--- config.mk ---
export PLATFORM = sky130hd
export DESIGN_NAME = dmg_timer_flat
export DESIGN_NICKNAME = d
export VERILOG_FILES = /design/src/rtl/dmg_timer_pkg.sv /design/src/rtl/dmg_timer_if.sv /design/src/rtl/dmg_timer_tap.sv /design/src/rtl/dmg_timer.sv /design/src/flat_wrapper.sv
export SDC_FILE = /design/constraint.sdc
export NUM_CORES = 1
export LEC_CHECK = 0
export BUFFER_PORTS_ARGS = -buffer_cell sky130_fd_sc_hd__clkbuf_2
export CAP_MARGIN = 30
export CORE_MARGIN = 1
export CORE_UTILIZATION = 55
export CTS_BUF_LIST = sky130_fd_sc_hd__clkbuf_8
export DETAILED_ROUTE_END_ITERATION = 10
export GPL_ROUTABILITY_DRIVEN = 0
export PLACE_DENSITY = 0.85
export SLEW_MARGIN = 15
export SYNTH_ARGS = -nofsm -noshare
export SYNTH_HDL_FRONTEND = slang
export SYNTH_HIERARCHICAL = 1
export SYNTH_SLANG_ARGS = --single-unit
--- constraint.sdc ---
create_clock -name clk -period 5.82 [get_ports clk]
set_clock_uncertainty 0.15 [all_clocks]
set_input_delay 1.746 -clock clk [delete_from_list [all_inputs] [get_ports clk]]
set_output_delay 1.746 -clock clk [all_outputs]
set_load 0.02 [all_outputs]
--- src/rtl/dmg_timer_pkg.sv ---
// rtl/dmg_timer_pkg.sv - shared types and constants for the DMG divider/timer
package dmg_timer_pkg;

    // CPU-visible register map
    typedef enum logic [1:0] {
        DIV  = 2'd0,
        TIMA = 2'd1,
        TMA  = 2'd2,
        TAC  = 2'd3
    } timer_reg_t;

    // div_cnt bit tapped for each TAC[1:0] select value
    localparam int TAC_SEL_0 = 9;
    localparam int TAC_SEL_1 = 3;
    localparam int TAC_SEL_2 = 5;
    localparam int TAC_SEL_3 = 7;

    // Unused TAC bits [7:3] read back as ones
    localparam logic [7:0] TAC_UNUSED_MASK = 8'hF8;

endpackage

--- src/rtl/dmg_timer_if.sv ---
// rtl/dmg_timer_if.sv - CPU register port of the divider/timer
interface dmg_timer_if;
    logic [1:0] addr;
    logic       wr;
    logic [7:0] din;
    logic [7:0] dout;
    logic       irq;

    modport master (output addr, output wr, output din, input dout, input irq);
    modport slave  (input addr, input wr, input din, output dout, output irq);
endinterface

--- src/rtl/dmg_timer_tap.sv ---
// rtl/dmg_timer_tap.sv - tap mux, enable gate and falling-edge tick detector
module dmg_timer_tap
    import dmg_timer_pkg::*;
(
    input  logic        clk,
    input  logic        nreset,
    input  logic [15:0] div_cnt_i,
    input  logic [2:0]  tac_i,
    output logic        tick_o
);

    logic sel_bit;
    logic tap_d;
    logic tap_q;

    // Select the divider bit that clocks TIMA
    always_comb begin
        sel_bit = 1'b0;
        case (tac_i[1:0])
            2'b00: sel_bit = div_cnt_i[TAC_SEL_0];
            2'b01: sel_bit = div_cnt_i[TAC_SEL_1];
            2'b10: sel_bit = div_cnt_i[TAC_SEL_2];
            2'b11: sel_bit = div_cnt_i[TAC_SEL_3];
            default: sel_bit = 1'b0;
        endcase
    end

    // Gating after the mux means DIV/TAC writes can produce a spurious falling edge
    assign tap_d = sel_bit & tac_i[2];

    // Remember last cycle's tap for the falling-edge compare
    always_ff @(posedge clk or negedge nreset) begin
        if (!nreset) begin
            tap_q <= 1'b0;
        end else begin
            tap_q <= tap_d;
        end
    end

    assign tick_o = tap_q & ~tap_d;

endmodule

--- src/rtl/dmg_timer.sv ---
// rtl/dmg_timer.sv - DIV/TIMA/TMA/TAC timer with delayed overflow reload
module dmg_timer
    import dmg_timer_pkg::*;
#(
    parameter int RELOAD_DELAY = 4
) (
    input  logic         clk,
    input  logic         nreset,
    dmg_timer_if.slave   bus
);

    localparam logic [2:0] RELOAD_INIT = 3'(RELOAD_DELAY);

    logic [15:0] div_q, div_d;
    logic [7:0]  tima_q, tima_d;
    logic [7:0]  tma_q, tma_d;
    logic [2:0]  tac_q, tac_d;
    logic [2:0]  rl_q, rl_d;
    logic        irq_q, irq_d;
    logic        tick;
    timer_reg_t  reg_sel;

    assign reg_sel = timer_reg_t'(bus.addr);

    dmg_timer_tap u_tap (
        .clk       (clk),
        .nreset    (nreset),
        .div_cnt_i (div_q),
        .tac_i     (tac_q),
        .tick_o    (tick)
    );

    // Next state: tick, then CPU write (wins over tick), then reload (wins over write)
    always_comb begin
        div_d  = div_q + 16'd1;
        tima_d = tima_q;
        tma_d  = tma_q;
        tac_d  = tac_q;
        rl_d   = rl_q;
        irq_d  = 1'b0;

        if (rl_q != 3'd0) begin
            rl_d = rl_q - 3'd1;
        end

        // Overflow only arms the reload when none is pending
        if (tick) begin
            if (tima_q == 8'hFF && rl_q == 3'd0) begin
                tima_d = 8'h00;
                rl_d   = RELOAD_INIT;
            end else begin
                tima_d = tima_q + 8'd1;
            end
        end

        if (bus.wr) begin
            case (reg_sel)
                DIV:  div_d = 16'h0000;
                TIMA: begin
                    tima_d = bus.din;
                    rl_d   = 3'd0;
                end
                TMA:  tma_d = bus.din;
                TAC:  tac_d = bus.din[2:0];
                default: ;
            endcase
        end

        // Reload edge: tma_d already carries a same-cycle TMA write
        if (rl_q == 3'd1) begin
            tima_d = tma_d;
            irq_d  = 1'b1;
            rl_d   = 3'd0;
        end
    end

    // Register all timer state
    always_ff @(posedge clk or negedge nreset) begin
        if (!nreset) begin
            div_q  <= 16'h0000;
            tima_q <= 8'h00;
            tma_q  <= 8'h00;
            tac_q  <= 3'd0;
            rl_q   <= 3'd0;
            irq_q  <= 1'b0;
        end else begin
            div_q  <= div_d;
            tima_q <= tima_d;
            tma_q  <= tma_d;
            tac_q  <= tac_d;
            rl_q   <= rl_d;
            irq_q  <= irq_d;
        end
    end

    // Combinational read mux
    always_comb begin
        bus.dout = 8'h00;
        case (reg_sel)
            DIV:  bus.dout = div_q[15:8];
            TIMA: bus.dout = tima_q;
            TMA:  bus.dout = tma_q;
            TAC:  bus.dout = TAC_UNUSED_MASK | {5'b00000, tac_q};
            default: bus.dout = 8'h00;
        endcase
    end

    assign bus.irq = irq_q;

endmodule
--- src/flat_wrapper.sv ---
// flat-port wrapper written by rule: the top's interface ports become plain ports
module dmg_timer_flat import dmg_timer_pkg::*;
#(
    parameter int RELOAD_DELAY = 4
)
  (clk, nreset, bus_addr, bus_wr, bus_din, bus_dout, bus_irq);
  dmg_timer_if bus_i ();
  input  logic clk;
  input  logic nreset;
  input wire logic [$bits(bus_i.addr)-1:0] bus_addr;
  input wire logic [$bits(bus_i.wr)-1:0] bus_wr;
  input wire logic [$bits(bus_i.din)-1:0] bus_din;
  output wire logic [$bits(bus_i.dout)-1:0] bus_dout;
  output wire logic [$bits(bus_i.irq)-1:0] bus_irq;
  assign bus_i.addr = bus_addr;
  assign bus_i.wr = bus_wr;
  assign bus_i.din = bus_din;
  assign bus_dout = bus_i.dout;
  assign bus_irq = bus_i.irq;
  dmg_timer #(.RELOAD_DELAY(RELOAD_DELAY)) u_core (.clk(clk), .nreset(nreset), .bus(bus_i));
endmodule
==> results of run 1 <==
-- path summary, 6_finish.rpt --
| path | start | endpoint | slack [ps] | cells past startpoint |
|---|---|---|---|---|
| max reg2reg | u_core/div_q[9] | u_core/tima_q[4] | 3390 | 6 |
| min in group asynchronous | nreset | u_core/div_q[9] | 1140 | 1 |
| min reg2reg | u_core/div_q[0] | u_core/div_q[0] | 340 | 1 |
| max in group asynchronous | nreset | u_core/div_q[14] | 3950 | 2 |
| max | bus_addr[1] | bus_dout[6] | 1160 | 4 |
| min | u_core/div_q[0] | u_core/div_q[0] | 340 | 1 |
-- metrics by stage --
step | cells | power [mW] | cell area [µm²] | hold WS [ps] | worst slack, ps
final | 273 | 0.982 | 2460 | 339 | 1160
after global routing | 273 | 1.05 | 2460 | 387 | 1120
after CTS | 272 | 0.981 | 2440 | 346 | 1160
after detailed placement | 265 | 0.708 | 2310 | 335 | 1160
after global placement | 265 | 0.697 | 2310 | 324 | 1150
after floorplan | 199 | 0.622 | 2160 | 305 | 1400
-- cell families (layout without fill, tap and decap cells) --
family | after synthesis | after routing | synth area share
xor+xnor | 18 | 18 | 0.0729
mux | 22 | 22 | 0.133
compound gates | 31 | 31 | 0.0937
flops | 40 | 40 | 0.463
fa+ha+maj | 5 | 5 | 0.0289
buf+inv | 12 | 38 | 0.0243
simple gates | 71 | 71 | 0.185
-- cell usage after synthesis, drive strengths merged (2+ instances only) --
cell / n / share of area
a211oi: 2 / 0.0069
a22oi: 3 / 0.010
xnor2: 6 / 0.024
inv: 7 / 0.012
buf: 4 / 0.010
xor2: 12 / 0.049
o21ai: 11 / 0.025
a21oi: 5 / 0.012
and4: 5 / 0.023
o22a: 5 / 0.020
nor3: 2 / 0.0046
mux4: 4 / 0.042
mux2: 14 / 0.073
or3: 4 / 0.012
nand4: 7 / 0.027
ha: 5 / 0.029
nand3b: 2 / 0.0069
nor2: 19 / 0.033
nand2: 14 / 0.024
and3b: 2 / 0.0081
and2: 5 / 0.014
mux2i: 4 / 0.019
nand3: 6 / 0.014
dfrtp: 40 / 0.46
-- power breakdown --
group	switching, mW	total, mW	internal, mW
Sequential	0.0790	0.427	0.348
Clock	0.103	0.272	0.169
Combinational	0.152	0.283	0.132
-- cell type report --
| cell class | instances | area [µm²] | area share |
|---|---|---|---|
| clock buffer | 5 | 68.8 | 0.0279 |
| inverter | 8 | 30.0 | 0.0122 |
| tap | 48 | 60.1 | 0.0244 |
| clock inverter | 2 | 60.1 | 0.0244 |
| sequential | 40 | 1000 | 0.407 |
| timing repair buffer | 23 | 133 | 0.0539 |
| multi-input combinational | 147 | 1110 | 0.451 |
-- worst max-delay path, cell delays in order --
cell and delay [ps]:
clkbuf_2 290, mux2_2 380, o22a_1 200, clkbuf_2 150
-- flip-flops by register name, indices dropped and copies added, names as in the netlist --
name	flops
u_core/tac_q	3
u_core/tma_q	8
u_core/div_q	16
u_core/u_tap/tap_q	1
u_core/tima_q	8
u_core/bus.irq	1
u_core/rl_q	3
-- per-layer routing --
metal,up-vias,share of wire
met1,795,0.45
met3,12,0.034
met5,-,0
li1,770,-
met4,0,0.030
met2,33,0.49
-- placed cells by master, fill, tap and decap left out, drive strengths merged, types with 2 or more instances in the layout --
cell | Yosys | final
o22a | 5 | 5
xnor2 | 6 | 6
and2 | 5 | 5
nand3b | 2 | 2
xor2 | 12 | 12
nor2 | 19 | 19
mux2 | 14 | 14
dfrtp | 40 | 40
mux4 | 4 | 4
o21ai | 11 | 11
and4 | 5 | 5
nand3 | 6 | 6
mux2i | 4 | 4
clkbuf | 0 | 26
a211oi | 2 | 2
nand2 | 14 | 14
or3 | 4 | 4
nand4 | 7 | 7
a22oi | 3 | 3
inv | 7 | 7
and3b | 2 | 2
nor3 | 2 | 2
a21oi | 5 | 5
bufinv | 0 | 2
ha | 5 | 5
buf | 4 | 2
==> impl_metrics.tcl, run 1 <==
set metrics [dict create \
    fin_util 0.663 \
    cts_resized 0 \
    async_reset_ff_frac 1.00 \
    core_um2 3720 \
    nFillCells 308 \
    cts_buffers 5 \
    n_antenna_cell 0 \
    ys.flop_type "dfrtp_1" \
    tightest_slew_ps 556 \
    fin_crit_sh 0.801 \
    cts_tree "done" \
    yosysWarnings 6 \
    maxCapViolations 0 \
    wl_per_cell_um 16.7 \
    syn-num-nets 217 \
    vias_per_cell 5.90 \
    die_w_um 64.7 \
    crit_fanout 15 \
    busiest_layer "met2" \
    cp-end-kind "output port" \
    status "finished clean" \
    path_clk_slew_ps 70 \
    power_density_nw_per_um2 399 \
    finalHoldViolCount 0 \
    post_cts_buffers 0 \
    final_max_slew_viol_count 0 \
    ctsHoldBuffers 0 \
    vdd_drop_max_mv 0.255 \
    grt_pass1_wl_mm 7.83 \
    drt_wl_total_mm 4.56 \
    hp-class "reg -> reg" \
    htreeDepth 2 \
    drive_gt1_frac 0.240 \
    ios 22 \
    drtPass1Iterations 4 \
    synthToLayoutAreaGrowth_pct 13.8 \
    critPathKind "in -> out" \
    core.rowCount 22 \
    root_buffer "clkbuf_8" \
    nets 243 \
    clk_latency_ps 310 \
    drt_iter0_markers 143 \
    fin_setup_tns_ps 0 \
    track_usage 0.258 \
    period_needed_ps 4660 \
    startpoint_type "primary input" \
    fmaxAchievable_mhz 215 \
    overflow 0 \
    grt_use_met3 0.0546 \
    die-area_um2 4190 \
    gr-usage-met1 0.327 \
    leakage_nw 1.11 \
    dp_hpwl_mm 3.26 \
    drc 0 \
    rsz0062_at_grt "no" \
    synth-edff-count 0 \
    use_met2 0.401 \
    die_h_um 64.7 \
    ys_seq_elements 40 \
    synth_cells 199 \
    relSlewSlack 0.628 \
    grt_pass1_vias 1591 \
    io_buffers 21 \
    ys_seq_area_frac 0.463 \
    setup_viol 0 \
    antenna_found_initial 0 \
    cp.required_ps 3920 \
    grt_max_degree 41 \
    syn_area_um2 2160 \
    ant_nets 0 \
    yosysUniqueCellTypes 39 \
    clk_path_buf_depth 2 \
    cts_sinks 40 \
    crit_arrival_ps 2770 \
    vias 1610 \
    start_util 0.582 \
    syn_area_per_cell_um2 10.9 \
]
(Power assumes the default switching activity.)
==> inputs of run 2 (changes only) <==
--- a/config.mk
+++ b/config.mk
@@ -5,6 +5,7 @@
 export SDC_FILE = /design/constraint.sdc
 export NUM_CORES = 1
 export LEC_CHECK = 0
+export ABC_AREA = 1
 export BUFFER_PORTS_ARGS = -buffer_cell sky130_fd_sc_hd__clkbuf_2
 export CAP_MARGIN = 30
 export CORE_MARGIN = 1
==> constraint.sdc (replaced) <==
create_clock -name clk -period 4.6 [get_ports clk]
set_clock_uncertainty 0.15 [all_clocks]
set_input_delay 1.38 -clock clk [delete_from_list [all_inputs] [get_ports clk]]
set_output_delay 1.38 -clock clk [all_outputs]
set_load 0.02 [all_outputs]
==> impl_metrics.tcl, run 2 <==
set metrics [dict create \
    drc 0 \
    largest_register_ffs 16 \
    finalHoldViolCount 0 \
    synthToLayoutAreaGrowth_pct 9.76 \
    root_buffer "clkbuf_8" \
    die_w_um 67.7 \
    vias 2109 \
    holdWs_ps 313 \
    wl_per_cell_um 13.7 \
    cp-end-kind "output port" \
    final_common_cell "nand2_1" \
    cts_buffers 5 \
    crit_fanout 10 \
    final_cell_mix "76 x nand2_1, 42 x inv_1, 40 x dfrtp_1" \
    yosysTopAreaCell "dfrtp_1" \
    synth_cells 309 \
    synthTopCellsByCount "76 x nand2_1, 40 x dfrtp_1, 40 x inv_1" \
    cts_sinks 40 \
    relSlewSlack 0.631 \
    dp_hpwl_mm 3.87 \
    rsz0062_at_grt "no" \
    grt_max_degree 24 \
    yosysUniqueCellTypes 31 \
    ys_seq_area_frac 0.422 \
    clk_path_buf_depth 2 \
    path_buf_inv 3 \
    die-area_um2 4580 \
    status "finished clean" \
    start_util 0.585 \
    grt_pass1_wl_mm 8.56 \
    vias_per_cell 5.51 \
    period_needed_ps 3910 \
    top_register "u_core/div_q" \
    synth.most_common_cell "nand2_1" \
    vdd_drop_max_mv 0.207 \
    die_h_um 67.7 \
    nets 350 \
    setup_ws_ps 694 \
    dp_slack_ps 710 \
    cts_resized 0 \
    leakage_nw 1.26 \
    fmaxAchievable_mhz 256 \
    fin_crit_sh 0.849 \
    postPlaceCellArea_um2 2510 \
    crit_arrival_ps 2380 \
    synth_top_area_frac 0.422 \
    power_density_nw_per_um2 465 \
    post_cts_buffers 0 \
    htreeDepth 2 \
    total_power_mw 1.21 \
    critPathKind "in -> out" \
    path_clk_slew_ps 70 \
    n_antenna_cell 0 \
    hp-class "reg -> reg" \
    ios 22 \
    cpMostUsedCell "clkbuf_2" \
    tightest_slew_ps 553 \
    syn-num-nets 327 \
    final_max_slew_viol_count 0 \
    ctsHoldBuffers 0 \
    cp_cell_sequence "clkbuf_2 -> nor2_2 -> inv_2 -> o221ai_1 -> clkbuf_2" \
    startpoint_type "primary input" \
    drt_iter0_markers 147 \
    synth-edff-count 0 \
    yosysWarnings 6 \
    core.rowCount 23 \
    syn_area_per_cell_um2 7.68 \
    drt_wl_total_mm 5.24 \
    syn_area_um2 2370 \
    cts_tree "done" \
    ys_seq_elements 40 \
    reg_top3 "u_core/div_q x16, u_core/tima_q x8, u_core/tma_q x8" \
    async_reset_ff_frac 1.00 \
    antenna_found_initial 0 \
    max_stage_delay_ps 240 \
    fin_setup_tns_ps 0 \
    drtPass1Iterations 5 \
    ant_nets 0 \
    track_usage 0.258 \
    maxCapViolations 0 \
    grt_pass1_vias 1856 \
    setup_viol 0 \
    clk_latency_ps 290 \
    drive_gt1_frac 0.159 \
    final_area_um2 2600 \
    ys.flop_type "dfrtp_1" \
    io_buffers 21 \
    crit_slowest_cell "nor2_2" \
    core_um2 4060 \
    path_delay_family "buffers and inverters" \
    yosys-top-cells-area "dfrtp_1 42%, nand2_1 12%, inv_1 6.3%" \
    cp.required_ps 3070 \
    overflow 0 \
]
## run 2: worst reg2reg max path, stage by stage, from the launching register on
cell     delay [ps]
dfrtp_1         480
nand2_2         110
nand3_2          60
nand3_2          80
nand2_1          70
inv_1           170
nand3_1         160
nor2_1          130
nand2_1          80
nand2_1          70
nand2_1          40
o21ai_0         140
nand2_1          60
## run 2: worst paths after layout
path,startpoint,cells past startpoint,endpoint,slack [ps]
min,u_core/div_q[0],1,u_core/div_q[0],310
max in group asynchronous,nreset,2,u_core/div_q[4],2920
max,bus_addr[0],5,bus_dout[4],690
max reg2reg,u_core/div_q[9],12,u_core/tima_q[6],2660
min reg2reg,u_core/div_q[0],1,u_core/div_q[0],310
min in group asynchronous,nreset,1,u_core/tima_q[5],900
## run 2: where the power goes
part	switching, mW	total (mW)	leakage, nW	internal (mW)
sequential	0.0819	0.525	0.512	0.443
combinational	0.284	0.448	0.699	0.164
clock	0.119	0.237	0.0538	0.118
total	0.484	1.21	1.26	0.725
## run 2: cell families after synthesis
| kind of cell | synth area share |
|---|---|
| AND/OR/NAND/NOR | 0.301 |
| flip-flops | 0.422 |
| adder cells (fa/ha/maj) | 0.0264 |
| buffers and inverters | 0.0944 |
| XOR/XNOR | 0.0222 |
| AO/OA/AOI/OAI | 0.134 |
## run 2: final cells by class
class	instances	area, µm²
fill	340	1450
tap	50	62.6
clock buffer	6	82.6
inverter	44	170
multi-input combinational	219	1150
timing repair buffer	22	133
sequential	40	1000
clock inverter	2	7.51
## run 2: through the flow
| step | cells | util |
|---|---|---|
| 6_report | 383 | 0.642 |
| 3_3_place_gp | 374 | 0.613 |
| 2_1_floorplan | 309 | - |
| 3_5_place_dp | 375 | 0.619 |
| 4_1_cts | 383 | 0.642 |
| 5_1_grt | 383 | 0.642 |
## run 2: layer usage
metal | wire length (µm) | vias up | track usage
li1 | - | 1051 | -
met1 | 2450 | 967 | 0.378
met5 | 0 | - | 0
met4 | 106 | 0 | 0.106
met3 | 315 | 12 | 0.0456
met2 | 2370 | 79 | 0.371
==> inputs of run 3 (changes only) <==
--- a/config.mk
+++ b/config.mk
@@ -13,7 +13,7 @@
 export CTS_BUF_LIST = sky130_fd_sc_hd__clkbuf_8
 export DETAILED_ROUTE_END_ITERATION = 10
 export GPL_ROUTABILITY_DRIVEN = 0
-export PLACE_DENSITY = 0.85
+export PLACE_DENSITY = 0.88
 export SLEW_MARGIN = 15
 export SYNTH_ARGS = -nofsm -noshare
 export SYNTH_HDL_FRONTEND = slang
==> constraint.sdc (replaced) <==
create_clock -name clk -period 3.4 [get_ports clk]
set_clock_uncertainty 0.15 [all_clocks]
set_input_delay 1.02 -clock clk [delete_from_list [all_inputs] [get_ports clk]]
set_output_delay 1.02 -clock clk [all_outputs]
set_load 0.02 [all_outputs]
==> impl_metrics.tcl, run 3 (synthesis gave the netlist of run 2 again) <==
set metrics [dict create \
    rrSetupSlack_ps 1430 \
    die_w_um 67.7 \
    grt_max_degree 32 \
    core_um2 4060 \
    dpl.cell_count 375 \
    n_antenna_cell 0 \
    vdd_drop_max_mv 0.333 \
    start_util 0.585 \
    dp_hpwl_mm 3.92 \
    clk_latency_ps 300 \
    drt_wl_total_mm 5.20 \
    ant_nets 0 \
    die-area_um2 4580 \
    cpMostUsedCell "clkbuf_2" \
    drc 0 \
    grt_pass1_wl_mm 8.91 \
    die_h_um 67.7 \
    period_needed_ps 3160 \
    cp.required_ps 2230 \
    hp-class "reg -> reg" \
    leakage_nw 1.26 \
    nFillCells 341 \
    setup_viol 0 \
    fin_cells 383 \
    drt_iter0_markers 268 \
    vias_per_cell 5.58 \
    final_max_slew_viol_count 0 \
    cp_cell_sequence "clkbuf_2 -> nor2_2 -> inv_2 -> o22ai_1 -> clkbuf_2" \
    postPlaceCellArea_um2 2510 \
    cts_sinks 40 \
    reg_top3 "u_core/div_q x16, u_core/tima_q x8, u_core/tma_q x8" \
    antenna_found_initial 0 \
    final_area_um2 2600 \
    root_buffer "clkbuf_8" \
    ctsHoldBuffers 0 \
    fin_crit_sh 0.929 \
    crit_fanout 10 \
    min_from "u_core/div_q[0]" \
    path_buf_inv 3 \
    post_cts_buffers 0 \
    final_common_cell "nand2_1" \
    fmaxAchievable_mhz 317 \
    track_usage 0.264 \
    critPathKind "in -> out" \
    top_register "u_core/div_q" \
    overflow 0 \
    synthToLayoutAreaGrowth_pct 9.44 \
    cts_tree "done" \
    ios 22 \
    cts_resized 0 \
    wl_per_cell_um 13.6 \
    rsz0062_at_grt "no" \
    cp-end-kind "output port" \
    htreeDepth 2 \
    clk_path_buf_depth 2 \
    path_clk_slew_ps 70 \
    io_buffers 21 \
    status "finished clean" \
    power_density_nw_per_um2 627 \
    largest_register_ffs 16 \
    fin_setup_tns_ps 0 \
    r2r_start "u_core/div_q[9]" \
    vias 2137 \
    path_delay_family "buffers and inverters" \
    drive_gt1_frac 0.159 \
    grt_pass1_vias 2018 \
    holdWs_ps 313 \
    max_stage_delay_ps 230 \
    total_power_mw 1.63 \
    maxCapViolations 0 \
    nets 350 \
    finalHoldViolCount 0 \
    crit_slowest_cell "nor2_2" \
    startpoint_type "primary input" \
    tightest_slew_ps 563 \
    startpoint "bus_addr[0]" \
    core.rowCount 23 \
    relSlewSlack 0.624 \
    crit_arrival_ps 1990 \
    cts_buffers 5 \
    drtPass1Iterations 4 \
    final_cell_mix "76 x nand2_1, 42 x inv_1, 40 x dfrtp_1" \
]
[run 3: layout make-up]
cell class | count | area (µm²) | share of cell area
Clock buffer | 6 | 82.6 | 0.0318
Clock inverter | 2 | 7.51 | 0.00289
Inverter | 44 | 170 | 0.0655
Multi-Input combinational cell | 219 | 1150 | 0.442
Sequential cell | 40 | 1000 | 0.386
Tap cell | 50 | 62.6 | 0.0241
Timing Repair Buffer | 22 | 125 | 0.0482
[run 3: per-stage QoR]
step / utilization / setup slack, ps
finish: 0.640 / 243
global route: 0.640 / 198
CTS: 0.640 / 260
detailed placement: 0.618 / 263
global placement: 0.613 / 318
floorplan: - / 386
[run 3: final timing paths]
path / endpoint / cells after the start
max: bus_dout[6] / 5
min: u_core/div_q[0] / 1
max reg2reg: u_core/tima_q[6] / 12
min reg2reg: u_core/div_q[0] / 1
max in group asynchronous: u_core/tima_q[2] / 2
min in group asynchronous: u_core/div_q[6] / 1
[run 3: routing by layer]
layer / part of all wire / global-route usage
met1: 0.45 / 0.349
met2: 0.46 / 0.410
met3: 0.074 / 0.0557
met4: 0.019 / 0.125
met5: 0 / 0
[run 3: worst register-to-register path: stages, from the launching register on]
cell	delay, ps
dfrtp_1	490
nand2_2	120
nand3_2	60
nand3_2	80
nand2_1	70
inv_1	170
nand3_1	170
nor2_1	140
nand2_1	80
nand2_1	70
nand2_1	50
o21ai_0	140
nand2_1	60
[run 3: report_power, final]
part           internal (mW)  switching (mW)  leakage, nW
combinational          0.219           0.383        0.695
clock                  0.159           0.158       0.0538
sequential             0.600           0.108        0.512
